[config.mk]
export PLATFORM = sky130hd
export DESIGN_NAME = step_to_position
export DESIGN_NICKNAME = d
export VERILOG_FILES = /design/src/rtl/step_to_position.sv
export SDC_FILE = /design/constraint.sdc
export NUM_CORES = 1
export LEC_CHECK = 0
export ABC_AREA = 1
export CAP_MARGIN = 5
export CORE_MARGIN = 2
export CORE_UTILIZATION = 50
export CTS_CLUSTER_DIAMETER = 80
export DETAILED_ROUTE_END_ITERATION = 16
export GPL_TIMING_DRIVEN = 0
export PLACE_DENSITY = 0.8
export REMOVE_ABC_BUFFERS = 1
export SETUP_SLACK_MARGIN = 0.05
export SLEW_MARGIN = 20
export SYNTH_ARGS = -nofsm -noshare
export SYNTH_HDL_FRONTEND = slang
export SYNTH_SLANG_ARGS = --single-unit
[constraint.sdc]
create_clock -name clk_i -period 3.13 [get_ports clk_i]
set_input_delay 0.626 -clock clk_i [delete_from_list [all_inputs] [get_ports clk_i]]
set_output_delay 0.626 -clock clk_i [all_outputs]
set_load 0.005 [all_outputs]
[src/rtl/step_to_position.sv]
// Step/dir receiver: decodes an async STEP/DIR pulse train into position and step period.
// Optional dir-setup checking and dir_violation_o are compiled in with STEP_DIR_SETUP_CHECK_EN.
module step_to_position #(
  parameter int SIZE         = 32,
  parameter int PERIOD_WIDTH = 24,
  parameter int MIN_PERIOD   = 4,
  parameter int TIMEOUT      = 250000,
  parameter int DIR_SETUP    = 8
) (
  input  logic                    clk_i,
  input  logic                    reset_n_i,
  input  logic                    enable_i,
  input  logic                    clear_i,
  input  logic                    step_i,
  input  logic                    dir_i,
  output logic [SIZE-1:0]         position_o,
  output logic                    step_strobe_o,
  output logic [PERIOD_WIDTH-1:0] period_o,
  output logic                    period_valid_o,
  output logic                    moving_o,
  output logic                    overspeed_o
`ifdef STEP_DIR_SETUP_CHECK_EN
  ,
  output logic                    dir_violation_o
`endif
);

  if (TIMEOUT < 2 || DIR_SETUP < 1 ||
      64'(TIMEOUT) >= (64'd1 << PERIOD_WIDTH)) begin : g_param_err
    $error("step_to_position: illegal TIMEOUT/DIR_SETUP/PERIOD_WIDTH");
  end

  localparam logic [PERIOD_WIDTH-1:0] TO_MAX = PERIOD_WIDTH'(TIMEOUT);
  localparam logic [PERIOD_WIDTH-1:0] TO_M1  = PERIOD_WIDTH'(TIMEOUT - 1);
  localparam logic [PERIOD_WIDTH-1:0] MIN_P  = PERIOD_WIDTH'(MIN_PERIOD);

  typedef enum logic [1:0] {IDLE, FIRST, TRACK} state_t;

  state_t state_q, state_d;

  logic step_m, step_s, step_d;
  logic dir_m, dir_s;
  logic evt;

  logic [PERIOD_WIDTH-1:0] cnt_q, cnt_d, cnt_inc;
  logic [PERIOD_WIDTH-1:0] period_d;
  logic [SIZE-1:0]         pos_d;
  logic                    valid_d, strobe_d, ovs_d;

  assign evt      = step_s & ~step_d & enable_i;
  assign cnt_inc  = cnt_q + 1'b1;
  assign moving_o = (state_q != IDLE);

  always_ff @(posedge clk_i) begin
    if (!reset_n_i) begin
      step_m <= 1'b0;
      step_s <= 1'b0;
      step_d <= 1'b0;
      dir_m  <= 1'b0;
      dir_s  <= 1'b0;
    end else begin
      step_m <= step_i;
      step_s <= step_m;
      step_d <= step_s;
      dir_m  <= dir_i;
      dir_s  <= dir_m;
    end
  end

  always_ff @(posedge clk_i) begin
    if (!reset_n_i) begin
      state_q        <= IDLE;
      cnt_q          <= '0;
      position_o     <= '0;
      step_strobe_o  <= 1'b0;
      period_o       <= '0;
      period_valid_o <= 1'b0;
      overspeed_o    <= 1'b0;
    end else begin
      state_q        <= state_d;
      cnt_q          <= cnt_d;
      position_o     <= pos_d;
      step_strobe_o  <= strobe_d;
      period_o       <= period_d;
      period_valid_o <= valid_d;
      overspeed_o    <= ovs_d;
    end
  end

  // Clear is applied before the step so a coincident event lands on +/-1.
  always_comb begin
    state_d  = state_q;
    cnt_d    = cnt_q;
    period_d = period_o;
    valid_d  = period_valid_o;
    strobe_d = 1'b0;
    pos_d    = clear_i ? '0 : position_o;
    ovs_d    = clear_i ? 1'b0 : overspeed_o;
    if (!enable_i) begin
      state_d = IDLE;
      cnt_d   = '0;
      valid_d = 1'b0;
    end else begin
      unique case (state_q)
        IDLE: begin
          if (evt) begin
            state_d = FIRST;
            cnt_d   = '0;
          end
        end
        FIRST, TRACK: begin
          cnt_d = (cnt_q == TO_MAX) ? cnt_q : cnt_inc;
          if (evt) begin
            state_d  = TRACK;
            cnt_d    = '0;
            period_d = cnt_inc;
            valid_d  = 1'b1;
            if (cnt_inc < MIN_P) ovs_d = 1'b1;
          end else if (cnt_q == TO_M1) begin
            state_d = IDLE;
            cnt_d   = '0;
            valid_d = 1'b0;
          end
        end
        default: state_d = IDLE;
      endcase
      if (evt) begin
        strobe_d = 1'b1;
        pos_d    = dir_s ? pos_d + 1'b1 : pos_d - 1'b1;
      end
    end
  end

`ifdef STEP_DIR_SETUP_CHECK_EN
  localparam int DW = $clog2(DIR_SETUP + 1);
  localparam logic [DW-1:0] DS = DW'(DIR_SETUP);

  logic          dir_d;
  logic [DW-1:0] dir_cnt;
  logic [DW-1:0] dir_age;

  // A change visible this cycle means the direction is zero cycles old.
  assign dir_age = (dir_s != dir_d) ? '0 : dir_cnt;

  always_ff @(posedge clk_i) begin
    if (!reset_n_i) begin
      dir_d           <= 1'b0;
      dir_cnt         <= '0;
      dir_violation_o <= 1'b0;
    end else begin
      dir_d <= dir_s;
      if (dir_s != dir_d)  dir_cnt <= '0;
      else if (dir_cnt < DS) dir_cnt <= dir_cnt + 1'b1;
      if (evt && dir_age < DS) dir_violation_o <= 1'b1;
      else if (clear_i)        dir_violation_o <= 1'b0;
    end
  end
`endif

endmodule

==> flow_summary_export.csv <==
group,metric,value,unit
run_status,outcome,"finished, final reports clean",
final_layout,area_growth_syn_to_layout,18.3,%
setup_path,crit_family,"buffers and inverters",
setup_path,cp_max_fo,33,
placed_design,gp_congestion,0.999,
logic_synthesis,synth-seq-cells,90,
setup_path,crit_type,"in2reg",
route,vias,6504,
clock_network,cts.sinks,90,
die,die_y,117,um
run,drv_cap,0,
clock_network,cts_setup_buffers,0,
logic_synthesis,synth_xor_xnor_area_share,2.62,%
timing,slew_viol_final,0,
setup_path,slowest_stage,"clkdlybuf4s50_1",
global_routing,grt_pass1_wl,27200,um
logic_synthesis,yosysSeqAreaShare,28.3,%
power,combPwrFrac,14.8,%
die,ios,66,
power,power.density,364,mW/mm^2
logic_synthesis,synthSimpleGateAreaFrac,33.4,%
final_layout,fin_nets,1123,
power,seqPwrFrac,42.7,%
placed_design,port_buffers,65,
route,antenna_left,0,
setup_path,critPathArrivalTime,3180,ps
clock_network,clockBufferDepth,2,
logic_synthesis,synth_compound_area_share,16.2,%
die,dieArea,0.0136,sq mm
power,leakage,3.81,nW
timing,hold_viol_final,0,
placed_design,hpwlAfterDp,11900,um
final_layout,num_antenna_cells,0,
setup_path,crit_path_max_incr_delay,520,ps
final_layout,final_util,60.1,%
power,power_frac_clock,42.5,%
timing,post-route-period-util,93.3,%
logic_synthesis,synth_top_family_by_area,"simple AND/OR/NAND/NOR gates",
global_routing,grt-ovfl-total,0,
logic_synthesis,yosys_warnings,0,
setup_path,cp.buffers_inverters,4,
logic_synthesis,yosys.area_share.adder,7.20,%
power,p_sw,0.799,mW
final_layout,seqCellArea,0.00180,sq mm
clock_network,clk_latency,360,ps
final_layout,design_area,0.00752,sq mm
setup_path,cp-start-kind,"primary input",
clock_network,clockRootBuffer,"clkbuf_16",
logic_synthesis,synthArstFlopShare,0,%
power,ir_drop,245,uV
worst_hold_path,min_path_type,"reg2reg",
final_layout,drive_above_1_share,5.80,%
route,route.detailed.drc,0,
setup_path,reg2reg_slack,540,ps
power,p_int,1.94,mW
route,viasPerCell,5.17,
setup_path,crit_chain,"clkdlybuf4s50_1 > bufinv_16 > nand2_1 > inv_1 > ha_1 > nand2_1 > o21ai_0 > a21oi_1 > or2_2 > nand4_1 > nand3_1 > nand2_1 > inv_1",
power,switching_share,29.2,%
clock_network,numCtsBuffers,9,
timing,max_freq,342,MHz
timing,rsz0062_at_grt,"yes",
final_layout,final_common_cell,"nand2_1",
clock_network,path_clk_slew,70,ps
timing,max_slew_margin,29.7,%
placed_design,dp_cells,1240,
die,core_area,0.0125,sq mm
logic_synthesis,synth_top_area_share,28.3,%
timing,setup_viol,0,
logic_synthesis,syn_avg_cell_area,6.16,sq um
setup_path,critPathMostFrequentCell,"nand2_1",
global_routing,grt_max_degree,35,
logic_synthesis,synth_edf_count,0,
final_layout,nFillCells,1237,
clock_network,htreeDepth,3,
global_routing,grt_usage,25.0,%
logic_synthesis,ys.flop_type,"dfxtp_1",
setup_path,cp.required,3390,ps
route,dr.pass1.iters,5,
final_layout,multi_input_area,0.00383,sq mm
placed_design,place_area,0.00712,sq mm
die,fp-row-count,41,
final_layout,final_cells,1258,
route,drt-total-wl,16600,um
global_routing,first_global_vias,5922,
logic_synthesis,synth_mux_area_share,0,%
timing,post-route-min-period,2920,ps
timing,fin_skew,6.93,ps
logic_synthesis,synth_area_leader_cell,"dfxtp_1",
final_layout,mostFrequentLayoutCells,"nand2_1 (289), inv_1 (159), nor2_1 (103), a21oi_1 (91), dfxtp_1 (90)",
logic_synthesis,syn_inst,1032,
logic_synthesis,synth_cell_types,39,
setup_path,end_kind,"flip-flop",
global_routing,antenna_found_initial,0,
route,wl_per_cell,13.2,um
route,drt_iter0_markers,387,
die,initial_core_util,50.8,%
logic_synthesis,ys_top_cells_by_area,"dfxtp_1 (28%), nand2_1 (17%), inv_1 (9.6%), a21oi_1 (7.3%), ha_1 (6.9%)",
clock_network,cts_tree,"built",
timing,worst_pin_slew,1050,ps
logic_synthesis,synth_area,0.00636,sq mm
die,die_x,117,um
==> metrics by stage <==
stage	hold WS (ps)	setup TNS [ps]	worst slack [ps]	power [mW]
6_report	419	0	208	2.74
5_1_grt	447	0	21.2	2.85
4_1_cts	426	0	86.8	2.74
3_5_place_dp	409	-57860	-1410	1.58
3_3_place_gp	392	-149760	-3040	1.57
2_1_floorplan	390	-23840	-812	1.47
==> routing by layer <==
layer / GRT usage, % / vias up / part of all wire [%]
met5: 0 / - / 0
met4: 11.1 / 0 / 2.8
met3: 3.35 / 32 / 5.7
met2: 39.7 / 184 / 43
met1: 34.1 / 2924 / 48
li1: - / 3364 / -
==> sequential cells by signal (all words and copies together) (netlist names) <==
name / count
position_o: 32
cnt_q: 24
period_o: 24
state_q: 2
dir_m: 1
dir_s: 1
overspeed_o: 1
period_valid_o: 1
step_d: 1
step_m: 1
step_s: 1
step_strobe_o: 1
==> final timing paths <==
path	startpoint	end	cells past startpoint
worst max-delay path	clear_i	position_o[26]	13
worst min-delay path	step_m	step_s	2
worst max register to register	dir_s	position_o[19]	14
worst min register to register	step_m	step_s	2
==> power groups by stage <==
stage / Clock, mW / Sequential (mW) / Combinational [mW]
finish: 1.16 / 1.17 / 0.405
global route: 1.22 / 1.17 / 0.458
CTS: 1.19 / 1.17 / 0.387
detailed placement: 0 / 1.20 / 0.384
global placement: 0 / 1.20 / 0.375
floorplan: 0 / 1.20 / 0.271
==> worst min-delay path, stage by stage (launching register included) <==
cell,delay [ps]
dfxtp_1,310
nand2_1,50
inv_1,40
==> synth_stat cells (4+ instances only) <==
cell and number:
nand2_1 290, inv_1 162, nor2_1 105, a21oi_1 93
dfxtp_1 90, nand3_1 61, o21ai_0 49, ha_1 35
clkbuf_1 21, xor2_1 14, o21ai_1 12, o211ai_1 11
o21bai_1 11, nor3_1 9, nand4_1 8, buf_2 5
inv_2 5, nand2_2 5, xnor2_1 5, a21o_1 4
nand3_2 4, nor2_2 4, nor2_4 4
==> cell type report <==
cell class	count	area share [%]
Clock inverter	7	1.20
Timing Repair Buffer	67	9.15
Multi-Input combinational cell	744	50.9
Tap cell	172	2.86
Clock buffer	9	2.99
Sequential cell	90	24.0
Inverter	167	8.78
Timing Repair inverter	2	0.166
==> what timing repair did <==
item,4_1_cts,5_1_grt
pin swaps,0,0
hold buffers,0,0
endpoints found under the setup margin,52,49
gates resized for setup,7,11
gates cloned,1,1
==> logic make-up after synthesis <==
family / Yosys count
simple gates: 501
buf+inv: 198
compound gates: 188
flops: 90
fa+ha+maj: 36
xor+xnor: 19
(Power assumes the default switching activity.)
